**src/rtl/hci_ecc_scrub_sched_if.sv**
```systemverilog
// TCDM-style request/response bundle shared by the host initiator and the memory port
// of the ECC scrub scheduler.
interface hci_ecc_scrub_sched_if #(
    parameter int AW = 32,
    parameter int DW = 32
);
    logic            req;
    logic            gnt;
    logic [AW-1:0]   add;
    logic            wen;
    logic [DW/8-1:0] be;
    logic [DW-1:0]   data;
    logic            r_valid;
    logic [DW-1:0]   r_data;
    logic            r_single_err;
    logic            r_multi_err;

    modport master (
        output req, add, wen, be, data,
        input  gnt, r_valid, r_data, r_single_err, r_multi_err
    );

    modport slave (
        input  req, add, wen, be, data,
        output gnt, r_valid, r_data, r_single_err, r_multi_err
    );
endinterface

```
**src/rtl/hci_ecc_scrub_sched.sv**
```systemverilog
// Shares one ECC-protected TCDM port between a host initiator and a background scrubber.
// Optional starvation guard enabled by defining HCI_ECC_SCRUB_STARVE_EN.
module hci_ecc_scrub_sched #(
    parameter int AW             = 32,
    parameter int DW             = 32,
    parameter int SCRUB_INTERVAL = 256,
    parameter int CNT_W          = 16,
    parameter int STARVE_LIMIT   = 64
) (
    input  logic                   clk_i,
    input  logic                   rst_i,
    input  logic                   enable_i,
    input  logic [AW-1:0]          scrub_start_i,
    input  logic [AW-1:0]          scrub_end_i,
    hci_ecc_scrub_sched_if.slave   hst,
    hci_ecc_scrub_sched_if.master  mem,
    output logic [CNT_W-1:0]       single_cnt_o,
    output logic [CNT_W-1:0]       multi_cnt_o,
    output logic                   scrub_busy_o,
    output logic                   scrub_wrap_o
);
    localparam int            BW   = DW / 8;
    localparam int            WCW  = $clog2(SCRUB_INTERVAL + 1);
    localparam logic [AW-1:0] STEP = AW'(BW);

    typedef enum logic [2:0] {
        S_IDLE    = 3'd0,
        S_WAIT    = 3'd1,
        S_RD_REQ  = 3'd2,
        S_RD_RSP  = 3'd3,
        S_WB_REQ  = 3'd4,
        S_ADVANCE = 3'd5
    } state_t;

    function automatic logic [CNT_W-1:0] sat_inc(input logic [CNT_W-1:0] v);
        return (v == {CNT_W{1'b1}}) ? v : v + CNT_W'(1);
    endfunction

    state_t           r_state;
    state_t           w_next;
    logic [AW-1:0]    r_addr;
    logic             r_started;
    logic [WCW-1:0]   r_wait_cnt;
    logic [DW-1:0]    r_wb_data;
    logic             r_owner_host;
    logic             r_owner_scrub;
    logic [CNT_W-1:0] r_single_cnt;
    logic [CNT_W-1:0] r_multi_cnt;
    logic             r_busy;
    logic             r_wrap;

    logic w_scrub_pend;
    logic w_force;
    logic w_host_sel;
    logic w_scrub_sel;
    logic w_scrub_gnt;
    logic w_host_gnt;
    logic w_cancel;
    logic w_scrub_rsp;

    assign w_scrub_pend = (r_state == S_RD_REQ) || (r_state == S_WB_REQ);

`ifdef HCI_ECC_SCRUB_STARVE_EN
    localparam int SCW = $clog2(STARVE_LIMIT + 1);
    logic [SCW-1:0] r_starve_cnt;
    assign w_force = w_scrub_pend && (r_starve_cnt == SCW'(STARVE_LIMIT));

    // Starvation counter: cycles the pending scrub op lost arbitration to the host.
    always_ff @(posedge clk_i) begin
        if (rst_i) begin
            r_starve_cnt <= '0;
        end else if (w_scrub_gnt) begin
            r_starve_cnt <= '0;
        end else if (w_scrub_pend && w_host_sel) begin
            r_starve_cnt <= r_starve_cnt + SCW'(1);
        end else begin
            r_starve_cnt <= r_starve_cnt;
        end
    end
`else
    assign w_force = 1'b0;
`endif

    assign w_host_sel  = hst.req && !w_force;
    assign w_scrub_sel = w_scrub_pend && !w_host_sel;
    assign w_scrub_gnt = w_scrub_sel && mem.gnt;
    assign w_host_gnt  = w_host_sel && mem.gnt;
    // A granted host write to the word being repaired makes the write-back stale.
    assign w_cancel    = (r_state == S_WB_REQ) && w_host_gnt && !hst.wen && (hst.add == r_addr);
    assign w_scrub_rsp = mem.r_valid && r_owner_scrub;

    // Port mux: host passes straight through, scrubber only fills idle slots.
    always_comb begin
        mem.req  = 1'b0;
        mem.add  = '0;
        mem.wen  = 1'b1;
        mem.be   = '0;
        mem.data = '0;
        hst.gnt  = 1'b0;
        if (w_host_sel) begin
            mem.req  = 1'b1;
            mem.add  = hst.add;
            mem.wen  = hst.wen;
            mem.be   = hst.be;
            mem.data = hst.data;
            hst.gnt  = mem.gnt;
        end else if (w_scrub_sel) begin
            mem.req  = 1'b1;
            mem.add  = r_addr;
            mem.wen  = (r_state == S_RD_REQ);
            mem.be   = {BW{1'b1}};
            mem.data = (r_state == S_RD_REQ) ? '0 : r_wb_data;
        end else begin
            mem.req  = 1'b0;
        end
    end

    assign hst.r_valid      = mem.r_valid && r_owner_host;
    assign hst.r_data       = r_owner_host ? mem.r_data : '0;
    assign hst.r_single_err = mem.r_single_err && r_owner_host;
    assign hst.r_multi_err  = mem.r_multi_err && r_owner_host;

    // Scrub FSM next-state logic.
    always_comb begin
        w_next = r_state;
        case (r_state)
            S_IDLE: begin
                if (enable_i) w_next = S_WAIT;
                else          w_next = S_IDLE;
            end
            S_WAIT: begin
                if (!enable_i)                                 w_next = S_IDLE;
                else if (r_wait_cnt == WCW'(SCRUB_INTERVAL - 1)) w_next = S_RD_REQ;
                else                                           w_next = S_WAIT;
            end
            S_RD_REQ: begin
                if (w_scrub_gnt) w_next = S_RD_RSP;
                else             w_next = S_RD_REQ;
            end
            S_RD_RSP: begin
                if (w_scrub_rsp) begin
                    if (mem.r_multi_err)       w_next = S_ADVANCE;
                    else if (mem.r_single_err) w_next = S_WB_REQ;
                    else                       w_next = S_ADVANCE;
                end else begin
                    w_next = S_RD_RSP;
                end
            end
            S_WB_REQ: begin
                if (w_scrub_gnt || w_cancel) w_next = S_ADVANCE;
                else                         w_next = S_WB_REQ;
            end
            S_ADVANCE: begin
                if (enable_i) w_next = S_WAIT;
                else          w_next = S_IDLE;
            end
            default: w_next = S_IDLE;
        endcase
    end

    // State, address walker, latched write-back data, owners and error counters.
    always_ff @(posedge clk_i) begin
        if (rst_i) begin
            r_state       <= S_IDLE;
            r_addr        <= '0;
            r_started     <= 1'b0;
            r_wait_cnt    <= '0;
            r_wb_data     <= '0;
            r_owner_host  <= 1'b0;
            r_owner_scrub <= 1'b0;
            r_single_cnt  <= '0;
            r_multi_cnt   <= '0;
            r_busy        <= 1'b0;
            r_wrap        <= 1'b0;
        end else begin
            r_state       <= w_next;
            r_busy        <= (w_next != S_IDLE);
            r_wrap        <= (r_state == S_ADVANCE) && (r_addr == scrub_end_i);
            r_owner_host  <= w_host_gnt;
            r_owner_scrub <= w_scrub_gnt && (r_state == S_RD_REQ);
            r_wait_cnt    <= (r_state == S_WAIT) ? r_wait_cnt + WCW'(1) : '0;

            if ((r_state == S_IDLE) && enable_i && !r_started) begin
                r_addr    <= scrub_start_i;
                r_started <= 1'b1;
            end else if (r_state == S_ADVANCE) begin
                r_addr <= (r_addr == scrub_end_i) ? scrub_start_i : r_addr + STEP;
            end else begin
                r_addr <= r_addr;
            end

            if ((r_state == S_RD_RSP) && w_scrub_rsp) begin
                r_wb_data <= mem.r_data;
                if (mem.r_multi_err)       r_multi_cnt  <= sat_inc(r_multi_cnt);
                else if (mem.r_single_err) r_single_cnt <= sat_inc(r_single_cnt);
                else                       r_single_cnt <= r_single_cnt;
            end else begin
                r_wb_data <= r_wb_data;
            end
        end
    end

    assign single_cnt_o = r_single_cnt;
    assign multi_cnt_o  = r_multi_cnt;
    assign scrub_busy_o = r_busy;
    assign scrub_wrap_o = r_wrap;
endmodule

```
**src/flat_wrapper.sv**
```systemverilog
// flat-port wrapper written by rule: the top's interface ports become plain ports
module hci_ecc_scrub_sched_flat 
#(
    parameter int AW             = 32,
    parameter int DW             = 32,
    parameter int SCRUB_INTERVAL = 256,
    parameter int CNT_W          = 16,
    parameter int STARVE_LIMIT   = 64
)
  (clk_i, rst_i, enable_i, scrub_start_i, scrub_end_i, single_cnt_o, multi_cnt_o, scrub_busy_o, scrub_wrap_o, hst_req, hst_add, hst_wen, hst_be, hst_data, hst_gnt, hst_r_valid, hst_r_data, hst_r_single_err, hst_r_multi_err, mem_req, mem_add, mem_wen, mem_be, mem_data, mem_gnt, mem_r_valid, mem_r_data, mem_r_single_err, mem_r_multi_err);
  hci_ecc_scrub_sched_if #(.AW(AW), .DW(DW)) hst_i ();
  hci_ecc_scrub_sched_if #(.AW(AW), .DW(DW)) mem_i ();
  input  logic clk_i;
  input  logic rst_i;
  input  logic enable_i;
  input  logic [AW-1:0] scrub_start_i;
  input  logic [AW-1:0] scrub_end_i;
  output logic [CNT_W-1:0] single_cnt_o;
  output logic [CNT_W-1:0] multi_cnt_o;
  output logic scrub_busy_o;
  output logic scrub_wrap_o;
  input wire logic [$bits(hst_i.req)-1:0] hst_req;
  input wire logic [$bits(hst_i.add)-1:0] hst_add;
  input wire logic [$bits(hst_i.wen)-1:0] hst_wen;
  input wire logic [$bits(hst_i.be)-1:0] hst_be;
  input wire logic [$bits(hst_i.data)-1:0] hst_data;
  output wire logic [$bits(hst_i.gnt)-1:0] hst_gnt;
  output wire logic [$bits(hst_i.r_valid)-1:0] hst_r_valid;
  output wire logic [$bits(hst_i.r_data)-1:0] hst_r_data;
  output wire logic [$bits(hst_i.r_single_err)-1:0] hst_r_single_err;
  output wire logic [$bits(hst_i.r_multi_err)-1:0] hst_r_multi_err;
  output wire logic [$bits(mem_i.req)-1:0] mem_req;
  output wire logic [$bits(mem_i.add)-1:0] mem_add;
  output wire logic [$bits(mem_i.wen)-1:0] mem_wen;
  output wire logic [$bits(mem_i.be)-1:0] mem_be;
  output wire logic [$bits(mem_i.data)-1:0] mem_data;
  input wire logic [$bits(mem_i.gnt)-1:0] mem_gnt;
  input wire logic [$bits(mem_i.r_valid)-1:0] mem_r_valid;
  input wire logic [$bits(mem_i.r_data)-1:0] mem_r_data;
  input wire logic [$bits(mem_i.r_single_err)-1:0] mem_r_single_err;
  input wire logic [$bits(mem_i.r_multi_err)-1:0] mem_r_multi_err;
  assign hst_i.req = hst_req;
  assign hst_i.add = hst_add;
  assign hst_i.wen = hst_wen;
  assign hst_i.be = hst_be;
  assign hst_i.data = hst_data;
  assign hst_gnt = hst_i.gnt;
  assign hst_r_valid = hst_i.r_valid;
  assign hst_r_data = hst_i.r_data;
  assign hst_r_single_err = hst_i.r_single_err;
  assign hst_r_multi_err = hst_i.r_multi_err;
  assign mem_req = mem_i.req;
  assign mem_add = mem_i.add;
  assign mem_wen = mem_i.wen;
  assign mem_be = mem_i.be;
  assign mem_data = mem_i.data;
  assign mem_i.gnt = mem_gnt;
  assign mem_i.r_valid = mem_r_valid;
  assign mem_i.r_data = mem_r_data;
  assign mem_i.r_single_err = mem_r_single_err;
  assign mem_i.r_multi_err = mem_r_multi_err;
  hci_ecc_scrub_sched #(.AW(AW), .DW(DW), .SCRUB_INTERVAL(SCRUB_INTERVAL), .CNT_W(CNT_W), .STARVE_LIMIT(STARVE_LIMIT)) u_core (.clk_i(clk_i), .rst_i(rst_i), .enable_i(enable_i), .scrub_start_i(scrub_start_i), .scrub_end_i(scrub_end_i), .hst(hst_i), .mem(mem_i), .single_cnt_o(single_cnt_o), .multi_cnt_o(multi_cnt_o), .scrub_busy_o(scrub_busy_o), .scrub_wrap_o(scrub_wrap_o));
endmodule
```
**config.mk**
```make
export PLATFORM = sky130hd
export DESIGN_NAME = hci_ecc_scrub_sched_flat
export DESIGN_NICKNAME = d
export VERILOG_FILES = /design/src/rtl/hci_ecc_scrub_sched_if.sv /design/src/rtl/hci_ecc_scrub_sched.sv /design/src/flat_wrapper.sv
export SDC_FILE = /design/constraint.sdc
export NUM_CORES = 1
export LEC_CHECK = 0
export CORE_UTILIZATION = 42
export CTS_BUF_LIST = sky130_fd_sc_hd__clkbuf_16
export CTS_CLUSTER_SIZE = 25
export DETAILED_ROUTE_END_ITERATION = 10
export PLACE_DENSITY_LB_ADDON = 0.3
export SKIP_LAST_GASP = 1
export SLEW_MARGIN = 20
export SYNTH_ARGS = -nofsm -noshare
export SYNTH_HDL_FRONTEND = slang
export SYNTH_SLANG_ARGS = --single-unit
```
**constraint.sdc**
```tcl
create_clock -name clk_i -period 2.49 [get_ports clk_i]
set_input_delay 0.3735 -clock clk_i [delete_from_list [all_inputs] [get_ports clk_i]]
set_output_delay 0.3735 -clock clk_i [all_outputs]
set_load 0.02 [all_outputs]
```
Yosys cells after proc, flatten, opt, wreduce, memory -nomap -nowiden
Cells that the tools add are included.
{"block": "op_classes", "muxes": 25, "eq_ne": 10, "reduce_logical": 27, "bitwise_logic": 4, "n_addsub": 4}
{"operator": "$mux W32", "count": 9}
{"operator": "$eq A32 B32 Y1", "count": 2}
{"operator": "$add A16 B1 Y16 const B", "count": 2}
{"operator": "$add A32 B3 Y32 const B", "count": 1}
{"operator": "$eq A16 B16 Y1 const B", "count": 2}
{"operator": "$logic_and A1 B1 Y1", "count": 15}
{"operator": "$pmux W3 S5", "count": 1}
{"operator": "$add A9 B1 Y9 const B", "count": 1}
{"operator": "$eq A9 B8 Y1 const B", "count": 1}
{"operator": "$mux W1", "count": 9}
{"operator": "$mux W3", "count": 3}
{"operator": "$mux W4", "count": 2}
{"operator": "$eq A3 B2 Y1 const B", "count": 2}
{"operator": "$eq A3 B3 Y1 const B", "count": 2}
{"operator": "$not A1 Y1", "count": 4}
{"operator": "$reduce_and A4 Y1", "count": 1}
{"operator": "$reduce_or A2 Y1", "count": 2}
{"operator": "$eq A3 B1 Y1 const B", "count": 1}
{"operator": "$logic_not A1 Y1", "count": 3}
{"operator": "$logic_not A3 Y1", "count": 1}
{"operator": "$reduce_and A3 Y1", "count": 1}
{"operator": "$reduce_bool A3 Y1", "count": 1}
{"operator": "$logic_or A1 B1 Y1", "count": 2}
{"operator": "$mux W2", "count": 1}
{"operator": "$reduce_bool A2 Y1", "count": 1}
{"block": "word_totals", "reg_bits": 113, "word_cells": 81, "input_bits": 173, "out_inout_bits": 140}

Depth between registers and ports, before layout
Gate-level depths: netlist of run 1.
{"block": "depth", "word_depth": 8, "depth_mapped": 9, "mapped_depth_nobuf": 9}

Least setup slack after synthesis of run 1
OpenSTA, ideal clock, no wires.
{"block": "synth_path", "kind": "register to register", "start": "register u_core.r_multi_cnt[0] (netlist: u_core.multi_cnt_o[0])", "end": "register u_core.r_multi_cnt[8] (netlist: u_core.multi_cnt_o[8])", "setup_time_ns": 0.128, "t_arrival_ns": 2.017, "required_ns": 2.362, "synth_period_minus_slack_ns": 2.145, "path_slack_ns": 0.345, "stages_incl_launch_ff": 9, "n_path_buf": 0, "path_cell_list": "dfxtp_1 ha_1 nand2_1 or2_2 o311ai_2 nor2_1 nand3_1 xor2_1 nor2_1"}
{"block": "synth_via", "elab_chain_len": 3, "word_cells_on_any_way": 4, "cone_classes": "add/sub (1); eq/ne (1); bitwise (1); reduce/logical (1)"}
{"item": "start: declaration", "line": "hci_ecc_scrub_sched.sv:48", "source": "logic [CNT_W-1:0] r_multi_cnt;"}
{"item": "start signal: assignment", "line": "hci_ecc_scrub_sched.sv:194", "source": "if (mem.r_multi_err) r_multi_cnt <= sat_inc(r_multi_cnt);"}
{"item": "parallel branches: the longest is 3 deep, another holds $add A16 B1 Y16"}
Several ways; the timed one is not identified.
A chain may end at the register's enable or synchronous reset.

Final worst setup path of run 1
{"block": "layout_path", "start": "register u_core.r_state[2]", "end": "output port mem_data[2]"}
{"block": "layout_via", "elab_chain_len": 5, "word_cells_on_any_way": 7, "cone_classes": "eq/ne (2); mux (3); reduce/logical (2)"}
{"item": "start: declaration", "line": "hci_ecc_scrub_sched.sv:39", "source": "state_t r_state;"}
{"item": "start signal: assignment", "line": "hci_ecc_scrub_sched.sv:176", "source": "r_state <= w_next;"}
{"item": "$eq A3 B2 Y1 or $eq A3 B3 Y1 (tied branches)", "line": "hci_ecc_scrub_sched.sv:61, hci_ecc_scrub_sched.sv:112"}
{"item": "$logic_or A1 B1 Y1", "line": "hci_ecc_scrub_sched.sv:61", "source": "assign w_scrub_pend = (r_state == S_RD_REQ) || (r_state == S_WB_REQ);"}
{"item": "$logic_and A1 B1 Y1", "line": "hci_ecc_scrub_sched.sv:85", "source": "assign w_scrub_sel = w_scrub_pend && !w_host_sel;"}
{"item": "$mux W32 (*)", "line": "hci_ecc_scrub_sched.sv:107", "source": "end else if (w_scrub_sel) begin"}
{"item": "$mux W32 (*)", "line": "hci_ecc_scrub_sched.sv:100", "source": "if (w_host_sel) begin"}
{"item": "end: declaration", "line": "flat_wrapper.sv:36", "source": "output wire logic [$bits(mem_i.data)-1:0] mem_data;"}
Mark *: on every way between the ends. The rest lies on a longest branch, timed or not.

==> metrics.csv, run 1 <==
metric;value;unit
status;finished clean;
holdWs;452.0;ps
crit_buf_inv;2;
std_cell_rows;46;
instances_no_fill;1433;
seqPwrFrac;34.8;%
ant_nets;0;
ir_drop;0.5411;mV
p_clk_share;45.9;%
postRouteWirelength;27.89;mm
cts_tree;done;
combPwrFrac;19.2;%
cp_top_family;buffers and inverters;
maxSlewHeadroom;54.41;%
maxSlewViolCount;0;
final_area;11190;um2
period_minus_slack;2457;ps
min_from;u_core.r_wb_data[3]$_SDFFE_PP0P_;
dp_slack;-404.0;ps
hold_path.class;reg -> reg;
cts-root-buf;clkbuf_16;
die_w;129.9;um
cts_buffers;17;
finalHoldViolCount;0;
layout_setup_ws;32.82;ps
fin_util;70.18;%
io_pins;313;
grt_pass1_vias;7488;
track_usage;31.84;%
core-area;15940;um2
fmax;407.0;MHz
arrival;2080;ps
synth_top_area_share;32.93;%
htree_num_levels;4;
synth_cell_types;57;
chipHeight;129.9;um
synth_area;6870;um2
clkTransAtPathRegs;50;ps
grt_overflow_total;0;
r2r-start;u_core.r_addr[2]$_SDFFE_PP0P_;
routed-wl-met2;13.23;mm
crit_path_end_kind;primary output;
top_layer_used;met4;
crit_start;u_core.r_state[2]$_SDFF_PP0_;
nNetsFinal;1381;
worst_clock_skew;5.624;ps
area_delta_synth_final;62.85;%
yosysSeqAreaShare;32.93;%
ys.flop_type;dfxtp_1;
numClockSinks;113;
wl_per_cell;19.47;um
async_flop_share;0;%
synth_edf_count;0;
met3_length;2.568;mm
worstPathMaxFanout;17;
critPathRequiredTime;2120;ps
crit_type;reg -> out;
drt_iter0_markers;648;
die-area;16870;um2
p_sw_share;25.79;%
grt_max_degree;55;
finalCritPeriodShare;98.68;%
worstSetupStartpointType;flop;
synth_nets;1054;
wl_met1;11.02;mm
cts_max_path_buffers;2;
vias_per_cell;5.597;
port_buffers;312;
setup_viol;0;
tightest_slew;683.8;ps
avgSynthCellArea;7.843;um2
clk_latency;420;ps
cp_slowest_stage_delay;600;ps
yosys_warnings;0;
drc;0;
max-cap-violations;0;
p_sw;1.403;mW
grt_pass1_wl;40.47;mm
ys_top_cells_by_area;dfxtp_1 33%, xor2_1 8.5%, a22o_1 8.2%;
dpl_cell_area;10460;um2
synthCells;876;
power.internal;4.037;mW
p_per_area;486.2;nW/um2
p_leak;4.584;nW
route.vias.total;8021;
cp_slowest_cell;clkdlybuf4s50_1;
yosysTopAreaCell;dfxtp_1;
hpwl;20.86;mm
placed_cells;1396;
dr.pass1.iters;7;
crit_chain;nor4b_4 -> buf_12 -> a22o_1 -> clkdlybuf4s50_1;
gp_congestion;0.9381;
ys_ff_latch;113;
drive_gt1_share;10.28;%
grt_antenna_before_repair;1;
initial_core_util;43.09;%
-- routing by layer --
layer  up-vias  global-route usage, %
met1      3745                  36.66
li1       3772                      -
met3        74                  9.676
met5         -                      0
met2       430                  53.70
met4         0                  15.66
-- placed cells by master, fill, tap and decap left out, types with 3 or more instances in the layout --
master	instances
nand3_1	37
o21ai_0	21
dlymetal6s2s_1	26
a21oi_1	70
nor4_1	20
a211oi_1	6
xor2_1	67
o21a_1	5
bufinv_16	4
a22o_1	64
nor2_1	69
or3_1	9
nand2_1	113
and3_1	12
o211ai_1	3
clkdlybuf4s50_1	247
buf_12	3
a31oi_1	17
a2111oi_1	3
nor2b_1	6
mux2i_1	3
clkinv_1	7
and2_1	38
xnor2_1	28
dfxtp_2	3
and4_1	7
buf_4	67
clkbuf_16	18
inv_1	11
dfxtp_1	110
a32oi_1	4
nand4_1	19
nand2b_1	7
nor3_1	8
ha_1	5
dlygate4sd2_1	34
nor4_2	4
-- path summary, 6_finish.rpt --
check                                      to  slack (ps)  depth (start not counted)
max reg2reg    u_core.r_addr[19]$_SDFFE_PP0P_          70                          9
min reg2reg  u_core.r_wb_data[3]$_SDFFE_PP0P_         450                          2
max                               mem_data[2]          30                          4
min          u_core.r_wb_data[3]$_SDFFE_PP0P_         450                          2
-- registers in the layout, indices dropped and copies added, names as in the netlist --
register	flops
u_core.r_owner_scrub	1
u_core.r_started	1
u_core.r_wb_data	32
u_core.scrub_wrap_o	1
u_core.r_wait_cnt	9
u_core.single_cnt_o	16
u_core.multi_cnt_o	16
u_core.r_state	3
u_core.r_owner_host	1
u_core.r_addr	32
u_core.scrub_busy_o	1
-- power by group through the flow --
stage          registers (mW)  clock network [mW]  logic, mW
3_5_place_dp             1.93                   0       1.05
2_1_floorplan            1.90                   0      0.466
6_report                 1.89                2.50       1.05
5_1_grt                  1.89                2.60       1.11
4_1_cts                  1.89                2.51       1.04
3_3_place_gp             1.93                   0       1.05
-- area by class of cell --
cell class	count	area, um2
Fill cell	1278	4755
Timing Repair Buffer	383	3746
Multi-Input combinational cell	677	4264
Clock buffer	17	425.4
Sequential cell	113	2266
Inverter	11	41.29
Clock inverter	15	172.7
Tap cell	216	270.3
Antenna cell	1	2.502
-- repair_timing --
action,in CTS,in global routing
hold buffers,0,0
setup endpoints to repair,70,53
cloned,1,1
gates resized for setup,41,34
pin swaps,0,1
setup buffers,1,1
-- kinds of logic after synthesis --
family / count (synthesis) / synth area share, %
fa+ha+maj: 5 / 0.9106
mux: 3 / 0.4371
simple gates: 366 / 26.97
compound gates: 207 / 20.83
xor+xnor: 96 / 12.24
flops: 113 / 32.93
buf+inv: 86 / 5.682
-- synth_stat cells (9+ instances only) --
master / count
and3_1: 12
nor4_1: 23
nor3_1: 9
nand2_1: 113
xor2_1: 67
buf_2: 21
xnor2_1: 29
clkbuf_1: 46
nor2_1: 69
o21ai_0: 21
or3_1: 9
a21oi_1: 70
a31oi_1: 17
and2_1: 38
nand3_1: 37
inv_1: 11
dfxtp_1: 113
nand4_1: 19
a22o_1: 64
-- per-stage QoR --
step | TNS [ps] | total power, mW
finish | 0 | 5.440
global route | -164.7 | 5.598
CTS | -86.28 | 5.437
detailed placement | -9706 | 2.981
global placement | -7983 | 2.974
floorplan | 0 | 2.364
-- worst reg2reg max path: cells and delay by family, from the launching register on --
kind / cells / cell delay, ps
flip-flops: 1 / 380
XOR/XNOR: 1 / 170
AO/OA/AOI/OAI: 3 / 730
buffers and inverters: 2 / 400
AND/OR/NAND/NOR: 3 / 660
Power figures use the tool's default switching activity.
==> inputs of run 2 (changes only) <==
--- a/config.mk
+++ b/config.mk
@@ -5,7 +5,7 @@
 export SDC_FILE = /design/constraint.sdc
 export NUM_CORES = 1
 export LEC_CHECK = 0
-export CORE_UTILIZATION = 42
+export CORE_UTILIZATION = 25
 export CTS_BUF_LIST = sky130_fd_sc_hd__clkbuf_16
 export CTS_CLUSTER_SIZE = 25
 export DETAILED_ROUTE_END_ITERATION = 10
@@ -15,3 +15,4 @@
 export SYNTH_ARGS = -nofsm -noshare
 export SYNTH_HDL_FRONTEND = slang
 export SYNTH_SLANG_ARGS = --single-unit
+export TNS_END_PERCENT = 30
==> run 2 against run 1 <==
Net effect: the flow now finishes with violations (negative setup slack); sequential share of layout area down 0.44 points; flip-flop and latch count unchanged; clock skew up 8.1 ps; final cell count up 9.4%; critical endpoint is now mem_add[31]; highest routed layer unchanged.
==> metrics.csv, run 2 (synthesized netlist as in run 1, its figures left out) <==
metric;value;unit
grt_pass1_wl;43.79;mm
fin_tns_setup;-1116;ps
std_cell_rows;60;
combPwrFrac;19.9;%
worstSetupStartpointType;flop;
nNetsFinal;1392;
final_area;11420;um2
largestRegisters;u_core.r_addr x32, u_core.r_wb_data x32;
use_met1;24.01;%
fin_util;42.39;%
maxSlewHeadroom;52.29;%
met3_usage;5.407;%
track_usage;20.11;%
postRouteWirelength;29.13;mm
crit_chain;xnor2_2 -> nor3_4 -> buf_12 -> buf_6 -> a22o_1 -> clkdlybuf4s50_1;
crit_buf_inv;3;
crit_path_end_kind;primary output;
dr.pass1.iters;5;
grt_setup_unrepaired;true;
multiInputGateArea;4252;um2
numClockSinks;113;
htree_num_levels;4;
p_sw;1.517;mW
chipHeight;167.8;um
critPathRequiredTime;2120;ps
clkTransAtPathRegs;60;ps
seqPwrFrac;34.7;%
drt_iter0_markers;391;
wl_per_cell;18.58;um
p_per_area;474.6;nW/um2
cp_top_family;buffers and inverters;
crit_type;reg -> out;
r2r-start;u_core.r_addr[25]$_SDFFE_PP0P_;
fmax;385.1;MHz
grt_max_degree;69;
tightest_slew;715.6;ps
cts_max_path_buffers;2;
cts_tree;done;
period_minus_slack;2597;ps
mostFrequentLayoutCell;clkdlybuf4s50_1;
regArea;2263;um2
vias_per_cell;5.010;
rr_worst_depth;8;
drive_gt1_share;11.09;%
status;finished, violations left;
cts-root-buf;clkbuf_16;
p_leak;4.498;nW
worstPathMaxFanout;16;
max-cap-violations;0;
ant_nets;0;
arrival;2220;ps
gp_congestion;0.8996;
clk_latency;420;ps
hpwl;21.96;mm
p_clk_share;45.4;%
hold_path.class;reg -> reg;
grt_overflow_total;0;
grt_pass1_vias;7738;
cp_slowest_stage_delay;600;ps
die_w;167.8;um
crit_end;mem_add[31];
cp.depth;6;
route.vias.total;7856;
p_sw_share;27.97;%
grt_antenna_before_repair;1;
grt.met2_usage;34.06;%
crit_start;u_core.r_state[1]$_SDFF_PP0_;
power.internal;3.905;mW
cts_buffers;17;
area_delta_synth_final;66.27;%
die-area;28150;um2
r2r_setup_slack;90;ps
power.total;5.422;mW
maxSlewViolCount;0;
setup_viol;23;
drc;0;
layout_common_cells;274 x clkdlybuf4s50_1, 113 x nand2_1, 112 x dfxtp_1;
dp_slack;-246.2;ps
busiest_layer;met2;
ir_drop;0.3416;mV
worst_clock_skew;13.70;ps
finalHoldViolCount;0;
fillers;2667;
finalCritPeriodShare;104.3;%
dpl_cell_area;10730;um2
io_pins;313;
port_buffers;312;
violations;negative setup slack;
cp_slowest_cell;clkdlybuf4s50_1;
r2r-end;u_core.r_addr[15]$_SDFFE_PP0P_;
core-area;26950;um2
initial_core_util;25.49;%
layout_setup_ws;-106.8;ps
run 2: per-layer routing:
layer / routed length [um] / up-vias
li1: - / 3786
met1: 11950 / 3658
met2: 13700 / 367
met3: 2612 / 45
met4: 871 / 0
met5: 0 / -
run 2: area by class of cell:
class	instances	area share (%)
Timing Repair Buffer	394	33.76
Clock buffer	17	3.724
Antenna cell	1	0.02191
Inverter	11	0.3614
Multi-Input combinational cell	677	37.22
Sequential cell	113	19.81
Tap cell	341	3.735
Clock inverter	14	1.369
run 2: worst min-delay path by stage:
stage                     slack, ps                               from  cells past startpoint                                 to
final                           450    u_core.r_wait_cnt[0]$_SDFF_PP0_                      1    u_core.r_wait_cnt[0]$_SDFF_PP0_
after global routing            460  u_core.r_wb_data[25]$_SDFFE_PP0P_                      2  u_core.r_wb_data[25]$_SDFFE_PP0P_
after CTS                       450    u_core.r_wait_cnt[0]$_SDFF_PP0_                      1    u_core.r_wait_cnt[0]$_SDFF_PP0_
after detailed placement        440    u_core.r_wait_cnt[0]$_SDFF_PP0_                      1    u_core.r_wait_cnt[0]$_SDFF_PP0_
after global placement          430    u_core.r_wait_cnt[0]$_SDFF_PP0_                      1    u_core.r_wait_cnt[0]$_SDFF_PP0_
after floorplan                 420    u_core.r_wait_cnt[0]$_SDFF_PP0_                      1    u_core.r_wait_cnt[0]$_SDFF_PP0_
run 2: repair_timing:
item / in CTS / in global routing
gates resized for setup: 16 / 26
pin swaps: 1 / 0
endpoints found under the setup margin: 65 / 81
gates cloned: 0 / 1
hold buffers: 0 / 0
buffers inserted: 1 / 1
run 2: through the flow:
stage	instances	hold slack (ps)
detailed placement	1533	442.3
global placement	1533	429.6
global route	1567	464.6
floorplan	876	417.6
CTS	1565	453.8
finish	1568	451.1
run 2: power by group through the flow:
stage	combinational [mW]	clock [mW]	sequential (mW)
after floorplan	0.466	0	1.90
after global placement	1.09	0	1.92
after detailed placement	1.09	0	1.92
after CTS	1.09	2.52	1.88
after global routing	1.15	2.59	1.89
final	1.08	2.46	1.88
